File: config.mk
export PLATFORM = sky130hd
export DESIGN_NAME = median_partition_actor_flat
export DESIGN_NICKNAME = d
export VERILOG_FILES = /design/src/rtl/median_partition_if.sv /design/src/rtl/median_partition_actor.sv /design/src/flat_wrapper.sv
export SDC_FILE = /design/constraint.sdc
export NUM_CORES = 1
export LEC_CHECK = 0
export CAP_MARGIN = 20
export CORE_MARGIN = 2
export CORE_UTILIZATION = 58
export CTS_CLUSTER_DIAMETER = 150
export DETAILED_ROUTE_END_ITERATION = 6
export DONT_BUFFER_PORTS = 1
export MAX_ROUTING_LAYER = met4
export PLACE_DENSITY_LB_ADDON = 0.1
export SYNTH_ARGS = -nofsm -noshare
export SYNTH_HDL_FRONTEND = slang
export SYNTH_SLANG_ARGS = --single-unit
export TNS_END_PERCENT = 100
File: constraint.sdc
create_clock -name clock -period 3.4 [get_ports clock]
set_clock_uncertainty 0.15 [all_clocks]
set_input_delay 0.17 -clock clock [delete_from_list [all_inputs] [get_ports clock]]
set_output_delay 0.17 -clock clock [all_outputs]
set_load 0.01 [all_outputs]
File: src/rtl/median_partition_if.sv
// Token-stream bundle around median_partition_actor: five input FIFO read
// ports (pixel plus four header tokens) and six output FIFO write ports.
// The actor side connects through the slave modport, the FIFO/environment
// side through the master modport.
interface median_partition_if #(
  parameter int BUFF_SIZE_BIT = 4
);
  // Input streams (FIFO read side)
  logic [7:0]               in_px;
  logic                     in_px_rd;
  logic                     in_px_empty;
  logic [7:0]               in_pivot;
  logic                     in_pivot_rd;
  logic                     in_pivot_empty;
  logic [BUFF_SIZE_BIT-1:0] in_buff_size;
  logic                     in_buff_size_rd;
  logic                     in_buff_size_empty;
  logic [BUFF_SIZE_BIT-1:0] in_median_pos;
  logic                     in_median_pos_rd;
  logic                     in_median_pos_empty;
  logic [7:0]               in_second_median_value;
  logic                     in_second_median_value_rd;
  logic                     in_second_median_value_empty;

  // Output streams (FIFO write side)
  logic [7:0]               out_px;
  logic                     out_px_wr;
  logic                     out_px_full;
  logic [7:0]               out_pivot;
  logic                     out_pivot_wr;
  logic                     out_pivot_full;
  logic [BUFF_SIZE_BIT-1:0] out_buff_size;
  logic                     out_buff_size_wr;
  logic                     out_buff_size_full;
  logic [BUFF_SIZE_BIT-1:0] out_median_pos;
  logic                     out_median_pos_wr;
  logic                     out_median_pos_full;
  logic [7:0]               out_second_median_value;
  logic                     out_second_median_value_wr;
  logic                     out_second_median_value_full;
  logic [7:0]               out_median;
  logic                     out_median_wr;
  logic                     out_median_full;

  // Environment side: feeds input FIFOs, absorbs output tokens
  modport master (
    output in_px, in_px_empty, input in_px_rd,
    output in_pivot, in_pivot_empty, input in_pivot_rd,
    output in_buff_size, in_buff_size_empty, input in_buff_size_rd,
    output in_median_pos, in_median_pos_empty, input in_median_pos_rd,
    output in_second_median_value, in_second_median_value_empty,
    input  in_second_median_value_rd,
    input  out_px, out_px_wr, output out_px_full,
    input  out_pivot, out_pivot_wr, output out_pivot_full,
    input  out_buff_size, out_buff_size_wr, output out_buff_size_full,
    input  out_median_pos, out_median_pos_wr, output out_median_pos_full,
    input  out_second_median_value, out_second_median_value_wr,
    output out_second_median_value_full,
    input  out_median, out_median_wr, output out_median_full
  );

  // Actor side
  modport slave (
    input  in_px, in_px_empty, output in_px_rd,
    input  in_pivot, in_pivot_empty, output in_pivot_rd,
    input  in_buff_size, in_buff_size_empty, output in_buff_size_rd,
    input  in_median_pos, in_median_pos_empty, output in_median_pos_rd,
    input  in_second_median_value, in_second_median_value_empty,
    output in_second_median_value_rd,
    output out_px, out_px_wr, input out_px_full,
    output out_pivot, out_pivot_wr, input out_pivot_full,
    output out_buff_size, out_buff_size_wr, input out_buff_size_full,
    output out_median_pos, out_median_pos_wr, input out_median_pos_full,
    output out_second_median_value, out_second_median_value_wr,
    input  out_second_median_value_full,
    output out_median, out_median_wr, input out_median_full
  );
endinterface

File: src/rtl/median_partition_actor.sv
// median_partition_actor: one partition step of the median dataflow chain.
// Pops a header (pivot, size, rank, second value), buffers up to BUFF_SIZE
// pixels while classifying them against the pivot, then either emits the
// pivot as the median (rank lands in the "equal" class) or forwards the
// selected less/greater sub-partition with a fresh header to the next stage.
// Optional feature: define MEDIAN_PARTITION_ITER_CNT_EN to add the 8-bit
// out_iter port counting forwarded partitions since the last median result.
module median_partition_actor #(
  parameter int         BUFF_SIZE     = 8,
  parameter int         BUFF_SIZE_BIT = $clog2(BUFF_SIZE) + 1,
  parameter logic [7:0] DEFAULT_PIVOT = 8'd127
) (
  input logic clock,
  input logic reset,
  median_partition_if.slave bus
`ifdef MEDIAN_PARTITION_ITER_CNT_EN
  ,
  output logic [7:0] out_iter
`endif
);

  localparam int IDX_W = $clog2(BUFF_SIZE);

  typedef logic [BUFF_SIZE_BIT-1:0] cnt_t;
  localparam cnt_t MAX_SIZE = cnt_t'(BUFF_SIZE);
  localparam cnt_t ONE      = cnt_t'(1);

  typedef enum logic [2:0] {
    S_IDLE,
    S_FILL,
    S_DECIDE,
    S_EMIT_HDR,
    S_EMIT_PX,
    S_RESULT
  } state_t;

  typedef enum logic [1:0] {
    CLS_LT,
    CLS_EQ,
    CLS_GT
  } cls_t;

  function automatic cls_t classify(input logic [7:0] px, input logic [7:0] pv);
    if (px < pv)  return CLS_LT;
    if (px == pv) return CLS_EQ;
    return CLS_GT;
  endfunction

  state_t     r_state;
  state_t     w_state_nxt;
  logic       r_run_en;
  logic [7:0] r_buf [BUFF_SIZE];
  logic [7:0] r_pivot;
  logic [7:0] r_second;
  cnt_t       r_size;
  cnt_t       r_pos;
  cnt_t       r_idx;
  cnt_t       r_scan;
  cnt_t       r_lt_cnt;
  cnt_t       r_eq_cnt;
  cnt_t       r_gt_cnt;
  logic [7:0] r_first_lt;
  logic [7:0] r_first_gt;
  cls_t       r_sel;
  logic [3:0] r_hdr_done;
  logic [7:0] r_out_pivot;
  cnt_t       r_out_size;
  cnt_t       r_out_pos;
  logic [7:0] r_out_second;
  logic [7:0] r_out_median;

  logic       w_hdr_avail;
  logic       w_hdr_pop;
  cnt_t       w_size_clamped;
  cnt_t       w_pos_clamped;
  logic       w_px_rd;
  logic       w_px_pop;
  cls_t       w_px_cls;
  logic       w_fill_last;
  cnt_t       w_lt_eq;
  logic       w_sel_lt;
  logic       w_sel_gt;
  logic [7:0] w_scan_px;
  logic       w_scan_hit;
  logic       w_scan_adv;
  logic       w_scan_last;
  logic       w_px_wr;
  logic [3:0] w_hdr_full;
  logic [3:0] w_hdr_wr;
  logic [3:0] w_hdr_done_nxt;
  logic       w_median_wr;

  // Header pop and clamping of size/rank to the buffer depth
  assign w_hdr_avail = !bus.in_pivot_empty && !bus.in_buff_size_empty &&
                       !bus.in_median_pos_empty && !bus.in_second_median_value_empty;
  assign w_hdr_pop   = r_run_en && (r_state == S_IDLE) && w_hdr_avail;
  assign w_size_clamped = (bus.in_buff_size > MAX_SIZE) ? MAX_SIZE : bus.in_buff_size;
  assign w_pos_clamped  = (w_size_clamped == '0) ? '0 :
                          (bus.in_median_pos >= w_size_clamped) ? (w_size_clamped - ONE) :
                          bus.in_median_pos;

  // Pixel fill
  assign w_px_rd     = (r_state == S_FILL) && (r_idx < r_size);
  assign w_px_pop    = w_px_rd && !bus.in_px_empty;
  assign w_px_cls    = classify(bus.in_px, r_pivot);
  assign w_fill_last = w_px_pop && ((r_idx + ONE) == r_size);

  // Partition selection; a GT choice guarantees gt_cnt >= 1 because pos <= size-1
  assign w_lt_eq  = r_lt_cnt + r_eq_cnt;
  assign w_sel_lt = (r_pos < r_lt_cnt);
  assign w_sel_gt = !w_sel_lt && (r_pos >= w_lt_eq);

  // Sub-partition scan over the buffer in arrival order
  assign w_scan_px   = r_buf[r_scan[IDX_W-1:0]];
  assign w_scan_hit  = (classify(w_scan_px, r_pivot) == r_sel);
  assign w_px_wr     = (r_state == S_EMIT_PX) && w_scan_hit && !bus.out_px_full;
  assign w_scan_adv  = (r_state == S_EMIT_PX) && (!w_scan_hit || !bus.out_px_full);
  assign w_scan_last = w_scan_adv && ((r_scan + ONE) == r_size);

  // Header tokens leave independently; bit order {second, pos, size, pivot}
  assign w_hdr_full = {bus.out_second_median_value_full, bus.out_median_pos_full,
                       bus.out_buff_size_full, bus.out_pivot_full};
  assign w_hdr_wr   = (r_state == S_EMIT_HDR) ? (~r_hdr_done & ~w_hdr_full) : 4'b0000;
  assign w_hdr_done_nxt = r_hdr_done | w_hdr_wr;

  assign w_median_wr = (r_state == S_RESULT) && !bus.out_median_full;

  // State register
  always_ff @(posedge clock or posedge reset) begin
    if (reset) begin
      r_state <= S_IDLE;
    end else begin
      // NOTE: state elements use non-blocking assignments so every register
      // samples pre-edge values regardless of process evaluation order.
      r_state <= w_state_nxt;
    end
  end

  // Next-state selection
  always_comb begin
    // NOTE: the default first keeps every path assigned, so no latch is inferred.
    w_state_nxt = r_state;
    unique case (r_state)
      S_IDLE:     if (w_hdr_pop) w_state_nxt = (w_size_clamped == '0) ? S_RESULT : S_FILL;
      S_FILL:     if (w_fill_last) w_state_nxt = S_DECIDE;
      S_DECIDE:   w_state_nxt = (w_sel_lt || w_sel_gt) ? S_EMIT_HDR : S_RESULT;
      S_EMIT_HDR: if (&w_hdr_done_nxt) w_state_nxt = S_EMIT_PX;
      S_EMIT_PX:  if (w_scan_last) w_state_nxt = S_IDLE;
      S_RESULT:   if (w_median_wr) w_state_nxt = S_IDLE;
      default:    w_state_nxt = S_IDLE;
    endcase
  end

  // Header capture, classification counters, decision and output token registers
  always_ff @(posedge clock or posedge reset) begin
    if (reset) begin
      r_run_en     <= 1'b0;
      r_pivot      <= '0;
      r_second     <= '0;
      r_size       <= '0;
      r_pos        <= '0;
      r_idx        <= '0;
      r_scan       <= '0;
      r_lt_cnt     <= '0;
      r_eq_cnt     <= '0;
      r_gt_cnt     <= '0;
      r_first_lt   <= '0;
      r_first_gt   <= '0;
      r_sel        <= CLS_LT;
      r_hdr_done   <= '0;
      r_out_pivot  <= DEFAULT_PIVOT;
      r_out_size   <= '0;
      r_out_pos    <= '0;
      r_out_second <= '0;
      r_out_median <= DEFAULT_PIVOT;
    end else begin
      r_run_en <= 1'b1;
      unique case (r_state)
        S_IDLE: begin
          if (w_hdr_pop) begin
            r_pivot    <= bus.in_pivot;
            r_second   <= bus.in_second_median_value;
            r_size     <= w_size_clamped;
            r_pos      <= w_pos_clamped;
            r_idx      <= '0;
            r_lt_cnt   <= '0;
            r_eq_cnt   <= '0;
            r_gt_cnt   <= '0;
            r_first_lt <= '0;
            r_first_gt <= '0;
            if (w_size_clamped == '0) r_out_median <= bus.in_pivot;
          end
        end
        S_FILL: begin
          if (w_px_pop) begin
            r_idx <= r_idx + ONE;
            unique case (w_px_cls)
              CLS_LT: begin
                if (r_lt_cnt == '0) r_first_lt <= bus.in_px;
                r_lt_cnt <= r_lt_cnt + ONE;
              end
              CLS_EQ: r_eq_cnt <= r_eq_cnt + ONE;
              default: begin
                if (r_gt_cnt == '0) r_first_gt <= bus.in_px;
                r_gt_cnt <= r_gt_cnt + ONE;
              end
            endcase
          end
        end
        S_DECIDE: begin
          r_hdr_done <= '0;
          r_scan     <= '0;
          if (w_sel_lt) begin
            r_sel        <= CLS_LT;
            r_out_pivot  <= r_first_lt;
            r_out_size   <= r_lt_cnt;
            r_out_pos    <= r_pos;
            r_out_second <= r_second;
          end else if (w_sel_gt) begin
            r_sel        <= CLS_GT;
            r_out_pivot  <= r_first_gt;
            r_out_size   <= r_gt_cnt;
            r_out_pos    <= r_pos - w_lt_eq;
            r_out_second <= r_second;
          end else begin
            r_out_median <= r_pivot;
          end
        end
        S_EMIT_HDR: r_hdr_done <= w_hdr_done_nxt;
        S_EMIT_PX:  if (w_scan_adv) r_scan <= r_scan + ONE;
        default: ;
      endcase
    end
  end

  // Pixel buffer write
  // NOTE: the buffer has no reset; every entry is written in FILL before the
  // scan can read it, and out_px is forced to zero outside EMIT_PX.
  always_ff @(posedge clock) begin
    if (w_px_pop) r_buf[r_idx[IDX_W-1:0]] <= bus.in_px;
  end

`ifdef MEDIAN_PARTITION_ITER_CNT_EN
  logic [7:0] r_iter;

  // Forwarded-partition counter, cleared by a median result, saturating at 255
  always_ff @(posedge clock or posedge reset) begin
    if (reset) begin
      r_iter <= '0;
    end else if (w_median_wr) begin
      r_iter <= '0;
    end else if (w_scan_last && (r_iter != 8'hFF)) begin
      r_iter <= r_iter + 8'd1;
    end
  end

  assign out_iter = r_iter;
`endif

  assign bus.in_pivot_rd               = w_hdr_pop;
  assign bus.in_buff_size_rd           = w_hdr_pop;
  assign bus.in_median_pos_rd          = w_hdr_pop;
  assign bus.in_second_median_value_rd = w_hdr_pop;
  assign bus.in_px_rd                  = w_px_rd;

  assign bus.out_px                     = (r_state == S_EMIT_PX) ? w_scan_px : 8'h00;
  assign bus.out_px_wr                  = w_px_wr;
  assign bus.out_pivot                  = r_out_pivot;
  assign bus.out_pivot_wr               = w_hdr_wr[0];
  assign bus.out_buff_size              = r_out_size;
  assign bus.out_buff_size_wr           = w_hdr_wr[1];
  assign bus.out_median_pos             = r_out_pos;
  assign bus.out_median_pos_wr          = w_hdr_wr[2];
  assign bus.out_second_median_value    = r_out_second;
  assign bus.out_second_median_value_wr = w_hdr_wr[3];
  assign bus.out_median                 = r_out_median;
  assign bus.out_median_wr              = w_median_wr;

endmodule
File: src/flat_wrapper.sv
// flat-port wrapper written by rule: the top's interface ports become plain ports
module median_partition_actor_flat 
#(
  parameter int         BUFF_SIZE     = 8,
  parameter int         BUFF_SIZE_BIT = $clog2(BUFF_SIZE) + 1,
  parameter logic [7:0] DEFAULT_PIVOT = 8'd127
)
  (clock, reset, bus_in_px, bus_in_px_empty, bus_in_px_rd, bus_in_pivot, bus_in_pivot_empty, bus_in_pivot_rd, bus_in_buff_size, bus_in_buff_size_empty, bus_in_buff_size_rd, bus_in_median_pos, bus_in_median_pos_empty, bus_in_median_pos_rd, bus_in_second_median_value, bus_in_second_median_value_empty, bus_in_second_median_value_rd, bus_out_px, bus_out_px_wr, bus_out_px_full, bus_out_pivot, bus_out_pivot_wr, bus_out_pivot_full, bus_out_buff_size, bus_out_buff_size_wr, bus_out_buff_size_full, bus_out_median_pos, bus_out_median_pos_wr, bus_out_median_pos_full, bus_out_second_median_value, bus_out_second_median_value_wr, bus_out_second_median_value_full, bus_out_median, bus_out_median_wr, bus_out_median_full);
  median_partition_if #(.BUFF_SIZE_BIT(BUFF_SIZE_BIT)) bus_i ();
  input logic clock;
  input logic reset;
  input wire logic [$bits(bus_i.in_px)-1:0] bus_in_px;
  input wire logic [$bits(bus_i.in_px_empty)-1:0] bus_in_px_empty;
  output wire logic [$bits(bus_i.in_px_rd)-1:0] bus_in_px_rd;
  input wire logic [$bits(bus_i.in_pivot)-1:0] bus_in_pivot;
  input wire logic [$bits(bus_i.in_pivot_empty)-1:0] bus_in_pivot_empty;
  output wire logic [$bits(bus_i.in_pivot_rd)-1:0] bus_in_pivot_rd;
  input wire logic [$bits(bus_i.in_buff_size)-1:0] bus_in_buff_size;
  input wire logic [$bits(bus_i.in_buff_size_empty)-1:0] bus_in_buff_size_empty;
  output wire logic [$bits(bus_i.in_buff_size_rd)-1:0] bus_in_buff_size_rd;
  input wire logic [$bits(bus_i.in_median_pos)-1:0] bus_in_median_pos;
  input wire logic [$bits(bus_i.in_median_pos_empty)-1:0] bus_in_median_pos_empty;
  output wire logic [$bits(bus_i.in_median_pos_rd)-1:0] bus_in_median_pos_rd;
  input wire logic [$bits(bus_i.in_second_median_value)-1:0] bus_in_second_median_value;
  input wire logic [$bits(bus_i.in_second_median_value_empty)-1:0] bus_in_second_median_value_empty;
  output wire logic [$bits(bus_i.in_second_median_value_rd)-1:0] bus_in_second_median_value_rd;
  output wire logic [$bits(bus_i.out_px)-1:0] bus_out_px;
  output wire logic [$bits(bus_i.out_px_wr)-1:0] bus_out_px_wr;
  input wire logic [$bits(bus_i.out_px_full)-1:0] bus_out_px_full;
  output wire logic [$bits(bus_i.out_pivot)-1:0] bus_out_pivot;
  output wire logic [$bits(bus_i.out_pivot_wr)-1:0] bus_out_pivot_wr;
  input wire logic [$bits(bus_i.out_pivot_full)-1:0] bus_out_pivot_full;
  output wire logic [$bits(bus_i.out_buff_size)-1:0] bus_out_buff_size;
  output wire logic [$bits(bus_i.out_buff_size_wr)-1:0] bus_out_buff_size_wr;
  input wire logic [$bits(bus_i.out_buff_size_full)-1:0] bus_out_buff_size_full;
  output wire logic [$bits(bus_i.out_median_pos)-1:0] bus_out_median_pos;
  output wire logic [$bits(bus_i.out_median_pos_wr)-1:0] bus_out_median_pos_wr;
  input wire logic [$bits(bus_i.out_median_pos_full)-1:0] bus_out_median_pos_full;
  output wire logic [$bits(bus_i.out_second_median_value)-1:0] bus_out_second_median_value;
  output wire logic [$bits(bus_i.out_second_median_value_wr)-1:0] bus_out_second_median_value_wr;
  input wire logic [$bits(bus_i.out_second_median_value_full)-1:0] bus_out_second_median_value_full;
  output wire logic [$bits(bus_i.out_median)-1:0] bus_out_median;
  output wire logic [$bits(bus_i.out_median_wr)-1:0] bus_out_median_wr;
  input wire logic [$bits(bus_i.out_median_full)-1:0] bus_out_median_full;
  assign bus_i.in_px = bus_in_px;
  assign bus_i.in_px_empty = bus_in_px_empty;
  assign bus_in_px_rd = bus_i.in_px_rd;
  assign bus_i.in_pivot = bus_in_pivot;
  assign bus_i.in_pivot_empty = bus_in_pivot_empty;
  assign bus_in_pivot_rd = bus_i.in_pivot_rd;
  assign bus_i.in_buff_size = bus_in_buff_size;
  assign bus_i.in_buff_size_empty = bus_in_buff_size_empty;
  assign bus_in_buff_size_rd = bus_i.in_buff_size_rd;
  assign bus_i.in_median_pos = bus_in_median_pos;
  assign bus_i.in_median_pos_empty = bus_in_median_pos_empty;
  assign bus_in_median_pos_rd = bus_i.in_median_pos_rd;
  assign bus_i.in_second_median_value = bus_in_second_median_value;
  assign bus_i.in_second_median_value_empty = bus_in_second_median_value_empty;
  assign bus_in_second_median_value_rd = bus_i.in_second_median_value_rd;
  assign bus_out_px = bus_i.out_px;
  assign bus_out_px_wr = bus_i.out_px_wr;
  assign bus_i.out_px_full = bus_out_px_full;
  assign bus_out_pivot = bus_i.out_pivot;
  assign bus_out_pivot_wr = bus_i.out_pivot_wr;
  assign bus_i.out_pivot_full = bus_out_pivot_full;
  assign bus_out_buff_size = bus_i.out_buff_size;
  assign bus_out_buff_size_wr = bus_i.out_buff_size_wr;
  assign bus_i.out_buff_size_full = bus_out_buff_size_full;
  assign bus_out_median_pos = bus_i.out_median_pos;
  assign bus_out_median_pos_wr = bus_i.out_median_pos_wr;
  assign bus_i.out_median_pos_full = bus_out_median_pos_full;
  assign bus_out_second_median_value = bus_i.out_second_median_value;
  assign bus_out_second_median_value_wr = bus_i.out_second_median_value_wr;
  assign bus_i.out_second_median_value_full = bus_out_second_median_value_full;
  assign bus_out_median = bus_i.out_median;
  assign bus_out_median_wr = bus_i.out_median_wr;
  assign bus_i.out_median_full = bus_out_median_full;
  median_partition_actor #(.BUFF_SIZE(BUFF_SIZE), .BUFF_SIZE_BIT(BUFF_SIZE_BIT), .DEFAULT_PIVOT(DEFAULT_PIVOT)) u_core (.clock(clock), .reset(reset), .bus(bus_i));
endmodule
==> flow_summary.toml, run 1 <==
[setup_path]
critical_path_peak_fanout = 6
required_ns = 3.08
critPathTopFamily = "multiplexers"
path_class = "reg -> out"
worst_path_max_delay_cell = "mux4_2"
crit_path_end_kind = "output pin"
worstPathArrival_ns = 3.21
startpoint_type = "register"
worstPathCellList = "buf_12 -> mux4_2 -> mux2_4 -> ha_4 -> nand4_1 -> or3b_1 -> a21o_1 -> o311a_4 -> nor3_2 -> buf_4"
cpPeakStageDelay_ns = 0.51
crit_buf_inv = 2

[sta]
rsz0062_at_grt = "true"
tightest_slew_ns = 0.722
clock.fmax_mhz = 283
max_slew_margin = 0.519
finalCritPeriodShare = 1.04
fin_ws_ns = -0.131
finalMaxSlewViolations = 0
final.setup.tns_ns = -0.131
post-route-min-period_ns = 3.53
hold_ws_ns = 0.0681
hold_viol = 0
setup_viol = 1

[grt]
antenna_found_initial = 1
grt_use_total = 0.276
grt_first_pass_wirelength_mm = 30.2
grt_pass1_vias = 5654
grt_max_degree = 79
grt-ovfl-total = 0

[die]
die_y_um = 123
start_util = 0.594
die_w_um = 123
rows = 43
core_area_mm2 = 0.0138
io_pins = 96
die_area_mm2 = 0.0151

[detailed_routing]
routed_wirelength_mm = 19.5
drc = 0
met1_length_mm = 8.65
dr.pass1.iters = 5
via_per_inst = 5.89
vias = 5615
maxUsedRoutingLayer = "met4"
wl_met3_um = 978
wl_per_cell_um = 20.4
wl_met2_mm = 9.58
ant_nets = 0
drtIter0Drc = 433

[power_and_ir_drop]
p_sw_uw = 3100
p_leak_uw = 0.00404
pwr-share-seq = 0.383
peakVddDrop_v = 0.00106
switching_share = 0.376
power.share.clock = 0.211
p_int_uw = 5160
pwr-share-comb = 0.406
p_per_area_mw_per_mm2 = 853
p_total_uw = 8260

[layout]
drive_above_1_share = 0.188
areaGrowthSynthToFinish_pct = 17.9
layout_common_cells = "90 x nand2_1, 86 x dfrtp_1, 64 x edfxtp_1, 48 x nor2_1, 41 x a21oi_1"
final_common_cell = "nand2_1"
fillers = 957
nNetsFinal = 849

[logic_synthesis]
synth-edff-count = 64
yosysWarningCount = 0
syn_inst = 701
ys_types = 65
synth_area_per_cell_um2 = 11.7
async_reset_ff_frac = 0.612
netlist_area_mm2 = 0.00821
synth_top_flop_cell = "dfrtp_1"
ys_seq_elements = 165
syn-num-nets = 791
ys_seq_area_frac = 0.544

[cts]
ctsLongestPathBuffers = 2
clkLatencyLatePin_ns = 0.42
cts.sink_count = 165
h-tree-depth = 4
tritoncts = "done"
clock_tree.root_cell = "clkbuf_16"
cts_buffers = 17
clk_pin_slew_ns = 0.06

[status]
failed_checks = "negative setup slack"
status = "complete, but fails checks"

[placement]
gp_congestion = 0.916
io_buffers = 0
pre_cts_ws_ns = 0.0303
dpl.hpwl_mm = 13.1

[flow_run]
max_cap_viol_count = 0

[hold_path]
hp-class = "in -> reg"
cell usage after synthesis (all sizes together), types with 14 or more instances:
| cell | instances | area [um2] |
|---|---|---|
| a21oi | 44 | 235 |
| mux4 | 16 | 360 |
| dfstp | 14 | 368 |
| clkbuf | 21 | 78.8 |
| inv | 32 | 120 |
| ha | 43 | 538 |
| mux2i | 21 | 210 |
| o21ai | 39 | 206 |
| nand2 | 90 | 338 |
| nor3 | 14 | 97.6 |
| nor2 | 51 | 194 |
| dfrtp | 87 | 2180 |
| mux2 | 27 | 304 |
| edfxtp | 64 | 1920 |
flip-flops by register name, summed over array words and instances (netlist names), 8 cells and up:
register / count
u_core.bus.out_second_median_value: 8
u_core.r_buf: 64
u_core.r_first_gt: 8
u_core.r_first_lt: 8
u_core.r_pivot: 8
u_core.bus.out_median: 8
u_core.r_second: 8
u_core.bus.out_pivot: 8
metal layers:
metal,track usage,vias up
met4,0.0783,0
met2,0.433,142
li1,-,2621
met3,0.0655,21
met5,-,-
met1,0.363,2831
what timing repair did:
item,in CTS,in global routing
endpoints found under the setup margin,1,13
pin swaps,0,5
buffers inserted,0,4
gates cloned,0,1
hold buffers,39,1
gates resized for setup,1,23
hold endpoints to repair,181,5
logic make-up (layout without fill, tap and decap cells):
kind of cell             count (synthesis)  in the layout  share of synthesized area
multiplexers                            64             64                      0.107
flip-flops                             165            165                      0.544
adder cells (fa/ha/maj)                 45             45                     0.0704
XOR/XNOR                                19             19                     0.0203
buffers and inverters                   67            138                     0.0352
other                                    1              2                   0.000457
AO/OA/AOI/OAI                          131            131                      0.103
AND/OR/NAND/NOR                        209            209                      0.120
worst reg2reg max path, stage by stage, from the launching register on:
cell     delay [ns]
dfrtp_2        0.45
buf_12         0.16
mux4_2         0.51
mux2_4         0.30
ha_4           0.27
nand4_1        0.15
or3b_1         0.39
a21o_1         0.17
o311a_4        0.13
o21ai_2        0.15
buf_6          0.14
nor3b_1        0.05
a211o_1        0.27
final timing paths:
path | startpoint | depth (start not counted) | slack (ns) | to
worst max-delay path | u_core.r_scan[0]$_DFFE_PP0P_ | 10 | -0.13 | bus_out_px_wr
max in group asynchronous | reset | 5 | 1.76 | u_core.r_second[1]$_DFFE_PP0P_
worst max register to register | u_core.r_scan[0]$_DFFE_PP0P_ | 12 | 0.02 | u_core.r_scan[2]$_DFFE_PP0P_
worst min-delay path | bus_in_buff_size[2] | 4 | 0.07 | u_core.r_pos[0]$_DFFE_PP0P_
worst min register to register | u_core.r_second[0]$_DFFE_PP0P_ | 2 | 0.32 | u_core.r_second[0]$_DFFE_PP0P_
min in group asynchronous | reset | 3 | 0.53 | u_core.r_pivot[4]$_DFFE_PP0P_
final cells by class:
| type | count | area (um2) | area share |
|---|---|---|---|
| Antenna cell | 1 | 2.50 | 0.000259 |
| Inverter | 33 | 128 | 0.0132 |
| Sequential cell | 165 | 4470 | 0.462 |
| Clock buffer | 23 | 478 | 0.0494 |
| Clock inverter | 9 | 52.6 | 0.00543 |
| Tap cell | 180 | 225 | 0.0233 |
| Timing Repair Buffer | 73 | 718 | 0.0742 |
| Multi-Input combinational cell | 469 | 3600 | 0.372 |
power by group through the flow:
stage	registers (uW)	clock network (uW)	logic, uW
3_3_place_gp	3140	0	2880
4_1_cts	3140	1770	3080
6_report	3160	1740	3350
2_1_floorplan	2990	0	2340
3_5_place_dp	3170	0	3010
5_1_grt	3220	1850	3700
per-stage QoR:
| stage | area (um2) | cells | util |
|---|---|---|---|
| 3_5_place_dp | 8510 | 874 | 0.615 |
| 4_1_cts | 9440 | 945 | 0.682 |
| 5_1_grt | 9680 | 953 | 0.700 |
| 3_3_place_gp | 8510 | 874 | 0.615 |
| 2_1_floorplan | 8210 | 701 | - |
| 6_report | 9680 | 953 | 0.700 |
Power figures use the tool's default switching activity.
==> run 2: changes to the inputs <==
CORE_MARGIN = default   (was 2)
PLACE_DENSITY_LB_ADDON = 0.2   (was 0.1)
==> run 2 against run 1 <==
Effect of this change: the flow still finishes with violations (negative setup slack); via count grew 0.98%; register-to-register slack lost 0.05 ns; wire length grew 0.96%; first-iteration DRC count grew 26%; flip-flop and latch count is the same; worst hold slack lost 0.062 ns; clock power grew 7%; sequential share of layout area shrank 0.16 points; fmax grew 2.8%; die area shrank 3.2%; largest power group unchanged.
==> flow_summary.toml, run 2 (synthesized netlist as in run 1, its figures left out) <==
[die]
core_area_mm2 = 0.0138
rows = 43
io_pins = 96
die_area_mm2 = 0.0146
start_util = 0.594
die_y_um = 121
die_w_um = 121

[placement]
dpl.hpwl_mm = 13.0
postPlaceCellArea_mm2 = 0.00851
io_buffers = 0
gp_congestion = 0.877

[layout]
final_common_cell = "nand2_1"
drive_above_1_share = 0.196
area.sequential_mm2 = 0.00447
nNetsFinal = 852
fillers = 953
layout_common_cells = "90 x nand2_1, 85 x dfrtp_1, 64 x edfxtp_1, 48 x nor2_1, 41 x a21oi_1"
largest_reg_flops = 64
areaGrowthSynthToFinish_pct = 18.3
antenna_cells_inserted = 0
multiInputGateArea_mm2 = 0.00359
final_cell_area_mm2 = 0.00971

[sta]
max_slew_margin = 0.539
rsz0062_at_grt = "true"
hold_viol = 0
clock.fmax_mhz = 291
finalCritPeriodShare = 1.01
finalMaxSlewViolations = 0
tightest_slew_ns = 0.691
setup_viol = 3
post-route-min-period_ns = 3.44
fin_ws_ns = -0.0366

[detailed_routing]
met1_length_mm = 8.63
ant_nets = 0
wl_met3_um = 928
via_per_inst = 5.94
wl_per_cell_um = 20.6
routed_wirelength_mm = 19.6
drtIter0Drc = 547
vias = 5670
drc = 0
wl_met2_mm = 9.85
dr.pass1.iters = 6
maxUsedRoutingLayer = "met4"

[grt]
grt_first_pass_wirelength_mm = 30.9
grt_max_degree = 88
grt_use_total = 0.293
antenna_found_initial = 0
grt-ovfl-total = 0
grt_pass1_vias = 5798

[power_and_ir_drop]
p_leak_uw = 0.00406
peakVddDrop_v = 0.00106
p_per_area_mw_per_mm2 = 870
p_total_uw = 8450

[setup_path]
crit_path_end_kind = "output pin"
startpoint_type = "register"
required_ns = 3.08
worstPathArrival_ns = 3.12
critical_path_peak_fanout = 6
path_class = "reg -> out"

[cts]
clkLatencyLatePin_ns = 0.43
clk_pin_slew_ns = 0.06
tritoncts = "done"
h-tree-depth = 4
clock_tree.root_cell = "clkbuf_16"
cts.sink_count = 165
ctsLongestPathBuffers = 2
cts_buffers = 17

[status]
status = "complete, but fails checks"
failed_checks = "negative setup slack"

[flow_run]
max_cap_viol_count = 0

[hold_path]
hp-class = "in -> async"
## run 2: cell count changes in the layout (fill, tap and decap cells not counted), moves of 3 or more
cell,previous run,this run
ha_1,36,39
clkinv_2,6,3
buf_4,27,31
clkbuf_8,3,0
clkbuf_1,3,0
inv_6,0,4
clkinv_4,1,5
inv_4,4,1
ha_4,7,4
## run 2: per-layer routing
metal	global-route usage	vias up
met3	0.0512	19
met2	0.470	160
li1	-	2624
met1	0.380	2867
met4	0.0941	0
met5	-	-
## run 2: worst paths after layout
check,startpoint,end,slack [ns],cells past startpoint
hold reg to reg,u_core.r_second[0]$_DFFE_PP0P_,u_core.r_second[0]$_DFFE_PP0P_,0.33,2
setup / recovery,u_core.r_scan[0]$_DFFE_PP0P_,bus_out_px_wr,-0.04,10
hold / removal,reset,u_core.r_hdr_done[2]$_DFFE_PP0P_,0.007,2
setup reg to reg,u_core.r_scan[0]$_DFFE_PP0P_,u_core.r_scan[2]$_DFFE_PP0P_,-0.03,13
max in group asynchronous,reset,u_core.r_scan[0]$_DFFE_PP0P_,2.27,4
min in group clock,bus_out_second_median_value_full,u_core.r_state[1]$_DFFE_PP0P_,0.03,4
## run 2: area by class of cell
type | count | share of cell area
multi-input cells | 469 | 0.369
inverters | 33 | 0.0131
clock buffers | 17 | 0.0438
flip-flops and latches | 165 | 0.460
well taps | 180 | 0.0232
repair buffers | 76 | 0.0755
clock inverters | 15 | 0.0149
## run 2: power breakdown
group | leakage [uW] | internal [uW] | switching (uW)
Sequential | 0.00184 | 2640 | 544
Clock | 0.000277 | 1020 | 837
Combinational | 0.00195 | 1590 | 1810
Total | 0.00406 | 5250 | 3190
## run 2: repair_timing
action,4_1_cts,5_1_grt
endpoints found under the hold margin,190,0
hold buffers,39,0
pin swaps,7,8
setup endpoints to repair,5,14
cloned,1,0
setup buffers,6,3
resized for setup,25,7
## run 2: critical path: stages (launching register included)
cell	delay, ns
dfrtp_2	0.42
buf_8	0.15
mux4_2	0.50
mux2_4	0.30
ha_4	0.27
nand4_1	0.11
or3b_1	0.39
a21o_1	0.17
o311a_4	0.12
nor3_2	0.11
buf_4	0.15
## run 2: per-stage QoR
step | TNS (ns) | util | hold slack (ns) | cells | setup WS, ns
2_1_floorplan | 0 | - | 0.119 | 701 | 0.0210
3_3_place_gp | -0.00187 | 0.616 | 0.120 | 875 | -0.00187
3_5_place_dp | -0.261 | 0.616 | 0.120 | 875 | -0.126
4_1_cts | -0.412 | 0.700 | 0.000101 | 953 | -0.133
5_1_grt | -0.486 | 0.702 | 0.0124 | 955 | -0.137
6_report | -0.0915 | 0.702 | 0.00658 | 955 | -0.0366
